## src/rtl/rdoq_last_pos_stream.sv

```systemverilog
// rdoq_last_pos_stream: streaming RDOQ last-significant-position search.
// Consumes coefficient beats in descending scan order and tracks the scan
// position whose "last" choice gives the lowest running RD cost.
// Optional feature macro: RDOQ_LPS_EARLY_TERM_EN -- stop scanning at the
// first significant coefficient with |level|>1 and drain the rest of the block.
module rdoq_last_pos_stream #(
  parameter int COST_WIDTH  = 32,
  parameter int ADDR_WIDTH  = 10,
  parameter int CG_SIZE     = 16,
  parameter int LEVEL_WIDTH = 16
) (
  input  logic                          clk,
  input  logic                          rst_n,
  input  logic                          start,
  input  logic                          in_valid,
  output logic                          in_ready,
  input  logic [ADDR_WIDTH-1:0]         in_scan_pos,
  input  logic                          in_cg_start,
  input  logic                          in_cg_sig,
  input  logic                          in_last,
  input  logic signed [LEVEL_WIDTH-1:0] in_level,
  input  logic [COST_WIDTH-1:0]         in_cost_cg,
  input  logic [COST_WIDTH-1:0]         in_cost_coeff,
  input  logic [COST_WIDTH-1:0]         in_cost_coeff0,
  input  logic [COST_WIDTH-1:0]         in_cost_sig,
  input  logic [COST_WIDTH-1:0]         in_rate_last,
  output logic                          out_valid,
  input  logic                          out_ready,
  output logic [ADDR_WIDTH:0]           out_best_idx_p1,
  output logic signed [COST_WIDTH+1:0]  out_best_cost,
  output logic                          busy
);

  localparam int CW = COST_WIDTH + 2;
  localparam int IW = ADDR_WIDTH + 1;
  localparam logic signed [CW-1:0] COST_MAX = {1'b0, {(CW-1){1'b1}}};

  typedef enum logic [1:0] {IDLE, RUN, DRAIN, RESULT} state_t;

  state_t state, state_nxt;

  // running accumulators
  logic signed [CW-1:0] base, base_nxt, best, best_nxt;
  logic [IW-1:0]        idx, idx_nxt;

  // beat cost terms, zero-extended into the signed arithmetic width
  logic signed [CW-1:0] c_cg, c_coeff, c_coeff0, c_sig, c_rate;
  logic signed [CW-1:0] base_cg, total;
  logic [IW-1:0]        pos_p1;
  logic                 accept, lvl_nz, term, load_out;

  assign c_cg     = $signed({2'b00, in_cost_cg});
  assign c_coeff  = $signed({2'b00, in_cost_coeff});
  assign c_coeff0 = $signed({2'b00, in_cost_coeff0});
  assign c_sig    = $signed({2'b00, in_cost_sig});
  assign c_rate   = $signed({2'b00, in_rate_last});
  assign pos_p1   = {1'b0, in_scan_pos} + IW'(1);
  assign lvl_nz   = (in_level != '0);

  assign in_ready  = (state == RUN) || (state == DRAIN);
  assign out_valid = (state == RESULT);
  assign busy      = (state != IDLE);
  assign accept    = in_valid && in_ready;

`ifdef RDOQ_LPS_EARLY_TERM_EN
  localparam logic signed [LEVEL_WIDTH-1:0] LVL_ONE  = {{(LEVEL_WIDTH-1){1'b0}}, 1'b1};
  localparam logic signed [LEVEL_WIDTH-1:0] LVL_MONE = {LEVEL_WIDTH{1'b1}};
  logic lvl_big;
  assign lvl_big = (in_level > LVL_ONE) || (in_level < LVL_MONE);
`endif

  // accumulator update for the beat being accepted (or the start clear)
  always_comb begin
    base_nxt = base;
    best_nxt = best;
    idx_nxt  = idx;
    base_cg  = base;
    total    = '0;
    term     = 1'b0;
    if (state == IDLE) begin
      if (start) begin
        base_nxt = '0;
        best_nxt = COST_MAX;
        idx_nxt  = '0;
      end
    end else if (state == RUN && accept) begin
      // CG header cost is charged whether or not the CG is significant
      base_cg  = in_cg_start ? (base - c_cg) : base;
      base_nxt = base_cg;
      total    = base_cg + c_rate - c_sig;
      if (in_cg_sig) begin
        if (lvl_nz) begin
          if (total < best) begin
            best_nxt = total;
            idx_nxt  = pos_p1;
          end
`ifdef RDOQ_LPS_EARLY_TERM_EN
          term = lvl_big;
`endif
          // past a terminating coefficient the base is never read again
          if (!term) base_nxt = base_cg + c_coeff0 - c_coeff;
        end else begin
          base_nxt = base_cg - c_sig;
        end
      end
    end
  end

  // next-state logic; load_out marks the edge that enters RESULT
  always_comb begin
    state_nxt = state;
    load_out  = 1'b0;
    assert (CG_SIZE == 4 || CG_SIZE == 16 || CG_SIZE == 64);
    unique case (state)
      IDLE:   if (start) state_nxt = RUN;
      RUN: begin
        if (accept) begin
          if (in_last) begin
            state_nxt = RESULT;
            load_out  = 1'b1;
          end else if (term) begin
            state_nxt = DRAIN;
          end
        end
      end
      DRAIN: begin
        if (accept && in_last) begin
          state_nxt = RESULT;
          load_out  = 1'b1;
        end
      end
      RESULT: if (out_ready) state_nxt = IDLE;
      default: state_nxt = IDLE;
    endcase
  end

  // state register
  always_ff @(posedge clk or negedge rst_n) begin
    if (!rst_n) state <= IDLE;
    else        state <= state_nxt;
  end

  // accumulators and held result
  always_ff @(posedge clk or negedge rst_n) begin
    if (!rst_n) begin
      base            <= '0;
      best            <= COST_MAX;
      idx             <= '0;
      out_best_idx_p1 <= '0;
      out_best_cost   <= '0;
    end else begin
      base <= base_nxt;
      best <= best_nxt;
      idx  <= idx_nxt;
      // in DRAIN best_nxt/idx_nxt equal the held values, so one load path serves both
      if (load_out) begin
        out_best_idx_p1 <= idx_nxt;
        out_best_cost   <= best_nxt;
      end
    end
  end

endmodule

```

## config.mk

```make
export PLATFORM = sky130hd
export DESIGN_NAME = rdoq_last_pos_stream
export DESIGN_NICKNAME = d
export VERILOG_FILES = /design/src/rtl/rdoq_last_pos_stream.sv
export SDC_FILE = /design/constraint.sdc
export NUM_CORES = 1
export LEC_CHECK = 0
export ABC_AREA = 1
export BUFFER_PORTS_ARGS = -buffer_cell sky130_fd_sc_hd__buf_2
export CAP_MARGIN = 15
export CORE_AREA = 3 3 193 195
export CTS_CLUSTER_DIAMETER = 120
export DETAILED_ROUTE_END_ITERATION = 16
export DIE_AREA = 0 0 196 198
export PLACE_DENSITY = 0.81
export SLEW_MARGIN = 20
export SYNTH_ARGS = -nofsm -noshare
export SYNTH_HDL_FRONTEND = slang
export SYNTH_SLANG_ARGS = --single-unit
```

## constraint.sdc

```tcl
create_clock -name clk -period 6.8 [get_ports clk]
set_clock_uncertainty 0.1 [all_clocks]
set_input_delay 0.68 -clock clk [delete_from_list [all_inputs] [get_ports clk]]
set_output_delay 0.68 -clock clk [all_outputs]
set_load 0.1 [all_outputs]
```

==> parameters.txt, run 1 <==
Parameter                              Value

Synthesis
  Sequential fraction of the synthesis area    between 10% and 20%
  Mean cell area of the mapped netlist    ~6.4 µm²
  Synth Net Count    between 3,000 and 4,000
  Post-synth top flop    sky130_fd_sc_hd__dfrtp_1
  Yosys synthesis warning count    0
  Netlist cell types    56
  Flops & latches, synth    around 130
  Fraction of registers with async set/reset    between 90% and 100%
  Count of flip-flops with a built-in enable after synthesis    0
  Number of standard cells after synthesis    around 2,800
  Total standard cell area after synthesis    about 18,000 µm²

Routing
  Final routed DRC violation total    0
  Detailed Routing Iterations Pass 1    8
  Final wirelength    70.0 mm
  Routed via count    a little over 20,000
  Routed Antenna Nets    0
  Via density    approximately 5.5
  Final routed wire length divided by cell count    about 19 µm
  Iter 0 DRT Violations    between 2,000 and 2,500

Power
  Clock Power Share    7.8%
  Share of power burned in combinational logic    around 82%
  Worst-case vdd ir drop    ~0.00044 V
  Leakage dissipation    around 0.013 µW
  Share of total power in sequential cells    10.4%
  Switching share of power    approximately three fifths
  Pwr per Cell Area    561 nW/µm²
  Switching power    7280 µW
  Internal power summed over all cells    between 5000 and 6000 µW

STA
  Number of setup violations in the final report    0
  Count of final max-slew check failures    0
  Final Hold Fails    0
  Worst-case headroom to the max-slew limit    ~28%
  Share of the cycle needed by the critical path after routing    96.2%
  Final Critical Period    roughly 6500 ps
  Post-layout worst setup margin    between 200 and 300 ps
  Summed negative setup slack over all endpoints    0 ps
  Maximum clock frequency    around 150 MHz
  Transition at the pin with the smallest max-transition slack    approximately 1100 ps

Critical path
  Critical Path Sink Type    register
  CP startpoint kind    register
  Start point of the critical path    base[0]
  CP arrival    around 6700 ps
  Crit path max fanout    12
  Length in cells of the worst reg-to-reg path    42
  Slowest stage cell on the critical path    sky130_fd_sc_hd__fa_1
  Worst reg2reg path startpoint    base[0]
  Worst R2R Setup Slack    260 ps
  Reg-to-Reg End    out_best_cost[19]
  CP peak stage delay    500 ps
  Worst Setup Path Type    reg2reg
  Required time of the critical path    6980 ps
  Cell mode on critical path    sky130_fd_sc_hd__nand3_1

Place
  Placed cell areas    around 21,000 µm²
  Port bufs    241
  Worst slack at placement    -287 ps
  HPWL after detailed placement    ~57 mm
  Global placer's final weighted congestion    around 1.0
  Placed Instances    between 3,000 and 4,000

Die
  Width of the chip    approximately 200 µm
  Die Footprint    a little under 40,000 µm²
  Height of the die    about 200 µm
  Core region area    ~36,000 µm²
  I/O pin count    around 240
  Floorplan row count    roughly 70
  Starting density of the core    between 40% and 50%

Layout
  P&R area growth vs syn    25.8%
  Number of fillers in the final layout    3,400
  N_diodes    0
  Final standard cell count with taps included and fillers excluded    ~3,700
  Final #Nets    3,685
  Layout cell share with drive strength beyond 1    a little over a fifth
  Finished Cell Area    roughly 22,000 µm²

Hold path
  Tightest Hold Check Type    in2async

CTS
  CTS HTree Levels    4
  Max Buffers Root-to-Sink    2
  Clock tree from TritonCTS    built
  CTS buffer count    17
  CTS clk-pin slew, worst paths    70 ps
  Clk_lat worst skew    between 400 and 500 ps
  # clock sinks    126
  Root buffer cell    sky130_fd_sc_hd__clkbuf_16

GRT
  Leftover overflow at the end of global routing    0
  Largest net degree at the start of global routing    slightly below 80
  Layer with the highest usage    met2
  Met3 routing resource usage after global routing    under 10%
  Total GRT Usage    34.8%
  Antenna violations before repair    1
  Via count of the first global-routing pass    19,700
  Global-route wire length before repair    106 mm
  Met2 GRT Util    between 50% and 60%
  Met1 GRT Util    roughly half

Flow run
  Max-cap violations    0

Outcome
  Run status    finished clean
## critical path: cells and delay by family (launching register included)
family,cells,cell delay [ps]
and+or+nand+nor,23,2820
adders and majority gates,5,1650
buffers and inverters,11,1080
DFF,1,350
AOI/OAI and AO/OA,2,200
xor gates and xnor gates,1,170
## synth_stat cells, types with 18 or more instances
master | count | area share [%]
sky130_fd_sc_hd__clkbuf_1 | 29 | 0.61
sky130_fd_sc_hd__ha_1 | 170 | 12
sky130_fd_sc_hd__o21ai_1 | 30 | 0.85
sky130_fd_sc_hd__nor3_1 | 24 | 0.68
sky130_fd_sc_hd__nand2_1 | 751 | 16
sky130_fd_sc_hd__fa_1 | 66 | 7.4
sky130_fd_sc_hd__a21o_1 | 26 | 1.1
sky130_fd_sc_hd__xnor2_1 | 26 | 1.3
sky130_fd_sc_hd__xor2_1 | 43 | 2.1
sky130_fd_sc_hd__nor2_1 | 204 | 4.3
sky130_fd_sc_hd__inv_1 | 514 | 11
sky130_fd_sc_hd__a21oi_1 | 205 | 5.8
sky130_fd_sc_hd__dfstp_2 | 33 | 4.9
sky130_fd_sc_hd__dfrtp_1 | 93 | 13
sky130_fd_sc_hd__o21ai_0 | 154 | 4.3
sky130_fd_sc_hd__nand3_1 | 208 | 5.9
sky130_fd_sc_hd__o211ai_1 | 18 | 0.76
## registers in the layout, indices dropped and copies added, names as in the netlist
register and count:
out_best_cost 34, idx 11, out_best_idx_p1 11, state 2
best 34, base 34
## cell families (layout without fill, tap and decap cells)
| family | Yosys count | after routing | share of synthesized area [%] |
|---|---|---|---|
| buffers and inverters | 572 | 1047 | 12.4 |
| adder cells (fa/ha/maj) | 236 | 236 | 19.4 |
| AND/OR/NAND/NOR | 1277 | 1279 | 30.4 |
| flip-flops | 126 | 126 | 18.0 |
| AO/OA/AOI/OAI | 510 | 510 | 16.3 |
| XOR/XNOR | 70 | 70 | 3.49 |
## power groups by stage
| stage | logic (µW) | registers (µW) | clock network [µW] |
|---|---|---|---|
| floorplan | 5260 | 2140 | 0 |
| global placement | 9390 | 1290 | 0 |
| detailed placement | 9540 | 1300 | 0 |
| CTS | 9610 | 1300 | 990 |
| global route | 11200 | 1330 | 1010 |
| finish | 10300 | 1300 | 982 |
## area by class of cell
| cell class | count | area, µm² | share of cell area (%) |
|---|---|---|---|
| flip-flops and latches | 126 | 3190 | 14.3 |
| clock inverters | 15 | 165 | 0.739 |
| well taps | 461 | 577 | 2.58 |
| multi-input cells | 2095 | 12900 | 57.6 |
| inverters | 522 | 1970 | 8.81 |
| clock buffers | 17 | 425 | 1.90 |
| repair buffers | 493 | 3140 | 14.1 |
## stage by stage
stage | hold WS [ps] | power (µW) | utilization (%)
3_5_place_dp | 363 | 10800 | 59.6
4_1_cts | 188 | 11900 | 61.2
6_report | 172 | 12600 | 62.8
2_1_floorplan | 284 | 7400 | -
3_3_place_gp | 358 | 10700 | 59.6
5_1_grt | 227 | 13500 | 62.8
## layer usage
metal | share of wire [%] | wire length, µm | vias up
met3 | 9.4 | 6590 | 117
met1 | 44 | 31000 | 9536
met4 | 2.6 | 1810 | 0
met5 | 0 | 0 | -
li1 | - | - | 9864
met2 | 44 | 30600 | 1033
## repair_timing
action,CTS,global route
gates cloned,0,2
gates resized for setup,1,128
hold buffers,0,0
pin swaps,0,21
setup buffers,0,8
endpoints found under the setup margin,1,89
## how the worst max path moves through the flow
| stage | slack, ps | end | depth (start not counted) |
|---|---|---|---|
| after CTS | 40 | out_best_idx_p1[6] | 45 |
| after floorplan | 630 | idx[5] | 42 |
| after detailed placement | -290 | out_best_idx_p1[6] | 46 |
| after global routing | -100 | out_best_cost[18] | 42 |
| after global placement | -150 | out_best_idx_p1[8] | 46 |
| final | 260 | out_best_cost[19] | 42 |
## cells in the final DEF, fill, tap and decap left out, types with 36 or more instances in the layout
master,count
sky130_fd_sc_hd__xor2_1,36
sky130_fd_sc_hd__buf_2,240
sky130_fd_sc_hd__nand3_1,204
sky130_fd_sc_hd__o21ai_0,132
sky130_fd_sc_hd__buf_4,249
sky130_fd_sc_hd__dfrtp_1,93
sky130_fd_sc_hd__inv_1,512
sky130_fd_sc_hd__o21ai_1,43
sky130_fd_sc_hd__nand2_1,736
sky130_fd_sc_hd__a21oi_1,187
sky130_fd_sc_hd__fa_1,66
sky130_fd_sc_hd__nor2_1,191
sky130_fd_sc_hd__ha_1,161
(Power assumes the default switching activity.)
==> run 2, diff against run 1 <==
clock period = 8.1 ns   (was 6.8 ns; I/O delays follow)
==> parameters.txt, run 2 (synthesis results as in run 1) <==
Parameter                              Value

STA
  Transition at the pin with the smallest max-transition slack    1010 ps (-60.7 ps)
  Count of final max-slew check failures    0 (unchanged)
  RSZ-0062 raised after global routing    false
  Maximum clock frequency    between 100 and 150 MHz
  Final Critical Period    approximately 7600 ps
  Post-layout worst setup margin    538 ps (+280 ps)
  Number of setup violations in the final report    0 (unchanged)
  Hold_ws    290 ps (+118 ps)
  Share of the cycle needed by the critical path after routing    93.4%
  Worst-case headroom to the max-slew limit    32.5% (+4.0 points)
  Summed negative setup slack over all endpoints    0 ps (unchanged)
  Final Hold Fails    0 (unchanged)

Routing
  Via density    5.56 (+0.87%)
  Final wirelength    67.5 mm (-3.6%)
  Routed Antenna Nets    0 (unchanged)
  Final routed DRC violation total    0 (unchanged)
  Final routed wire length divided by cell count    19.3 µm (+2.6%)
  Routed via count    19,500 (-5.2%)
  Detailed Routing Iterations Pass 1    8 (unchanged)
  Iter 0 DRT Violations    1,797 (-14%)

Layout
  Top library cells by usage in the layout, fill and taps aside    751 x sky130_fd_sc_hd__nand2_1, 514 x sky130_fd_sc_hd__inv_1, 240 x sky130_fd_sc_hd__buf_2
  Number of fillers in the final layout    3,585 (+5.4%)
  Final #Nets    3,460 (-6.1%)
  N_diodes    0 (unchanged)
  Area of combinational cells with multiple inputs    12,400 µm² (-3.8%)
  Layout cell share with drive strength beyond 1    13.3% (-8.6 points)
  Final standard cell count with taps included and fillers excluded    3,504 (-6.0%)
  Sequential standard cell area    3190 µm² (unchanged)
  P&R area growth vs syn    13.5%
  Regs by FF count    base: 34 flops, best: 34 flops, out_best_cost: 34 flops
  Most frequent standard cell in the layout excluding fill and tap cells    sky130_fd_sc_hd__nand2_1

Power
  Worst-case vdd ir drop    0.000409 V (-7.0%)
  Leakage dissipation    0.0114 µW (-9.3%)
  Sum of internal, switching and leakage power    9260 µW (-26%)
  Pwr per Cell Area    459 nW/µm² (-18%)

GRT
  Global-route wire length before repair    104 mm (-2.4%)
  Via count of the first global-routing pass    18,700 (-5.0%)
  Total GRT Usage    34.3% (-0.55 points)
  Largest net degree at the start of global routing    77 (-2.5%)
  Antenna violations before repair    0 (-1)
  Leftover overflow at the end of global routing    0 (unchanged)

Critical path
  Worst reg2reg path startpoint    base[21]
  Endpoint of the most critical setup path    out_best_cost[30]
  Worst R2R Setup Slack    540 ps (+280 ps)
  Length in cells of the worst reg-to-reg path    39 (-7.1%)
  CP peak stage delay    480 ps (-20 ps)
  Required time of the critical path    8310 ps (+1330 ps)
  CP startpoint kind    input pin
  Reg-to-Reg End    out_best_cost[30]
  Worst Setup Path Type    in2reg
  Start point of the critical path    in_cost_cg[21]
  CP arrival    7770 ps (+1050 ps)
  Cell mode on critical path    sky130_fd_sc_hd__nand2_1
  Crit path max fanout    45 (+33)
  Slowest stage cell on the critical path    sky130_fd_sc_hd__fa_1
  Critical Path Sink Type    register

CTS
  CTS clk-pin slew, worst paths    80 ps (about the same)
  CTS buffer count    17 (unchanged)
  Root buffer cell    sky130_fd_sc_hd__clkbuf_16
  Max Buffers Root-to-Sink    2 (unchanged)
  # clock sinks    126 (unchanged)
  Clk_lat worst skew    460 ps (about the same)
  Clock tree from TritonCTS    built
  CTS HTree Levels    4 (unchanged)

Outcome
  Run status    finished clean

Die
  Starting density of the core    49.9% (unchanged)
  Width of the chip    196 µm (unchanged)
  Core region area    35,600 µm² (unchanged)
  Floorplan row count    69 (unchanged)
  Die Footprint    38,800 µm² (unchanged)
  I/O pin count    242 (unchanged)
  Height of the die    198 µm (unchanged)

Place
  Placed Instances    3,472 (-5.8%)
  Port bufs    241 (unchanged)
  Worst slack at placement    -120 ps (+167 ps)
  HPWL after detailed placement    55.9 mm (-2.4%)
  Global placer's final weighted congestion    0.968 (-4.1%)

Hold path
  Tightest Hold Check Type    in2async

Flow run
  Max-cap violations    0 (unchanged)
-- run 2: metrics by stage --
stage	area, µm²	util, %
final	20200	56.7
after floorplan	17800	-
after global routing	20200	56.7
after CTS	20200	56.7
after global placement	19500	54.9
after detailed placement	19500	54.9
-- run 2: layout make-up --
type                       instances  share of cell area (%)
inverter                         522                    9.75
clock inverter                    15                   0.968
multi-input combinational       2093                    61.4
clock buffer                      17                    2.11
tap                              461                    2.86
sequential                       126                    15.8
timing repair buffer             270                    7.07
-- run 2: worst min path at each step --
stage / depth (start not counted) / slack [ps] / to / start
after CTS: 1 / 310 / base[1] / rst_n
after global routing: 1 / 340 / base[1] / rst_n
after global placement: 2 / 360 / out_best_idx_p1[1] / out_best_idx_p1[1]
after detailed placement: 2 / 360 / out_best_cost[29] / out_best_cost[29]
after floorplan: 2 / 370 / base[33] / base[33]
final: 1 / 290 / base[1] / rst_n
-- run 2: power breakdown --
part | switching, µW | internal, µW
logic | 5150 | 2160
registers | 164 | 929
clock network | 380 | 471
total | 5700 | 3560
-- run 2: repair_timing --
action | CTS | global route
hold buffers | 0 | 0
resized for setup | 0 | 2
buffers inserted | 0 | 0
endpoints found under the setup margin | 0 | 53
-- run 2: layer usage --
layer  GRT usage (%)  vias up  share of wire (%)
met5               0        -                  0
met4            9.59        0                2.5
met3            6.24      102                9.6
met2            51.2      938                 42
met1            50.8     9019                 46
li1                -     9420                  -
-- run 2: worst max-delay path: cells and delay by family --
family          cells  cell delay (ps)
compound gates      3              400
simple gates       25             4120
fa+ha+maj           4             1600
buf+inv             8              610
xor+xnor            1              170
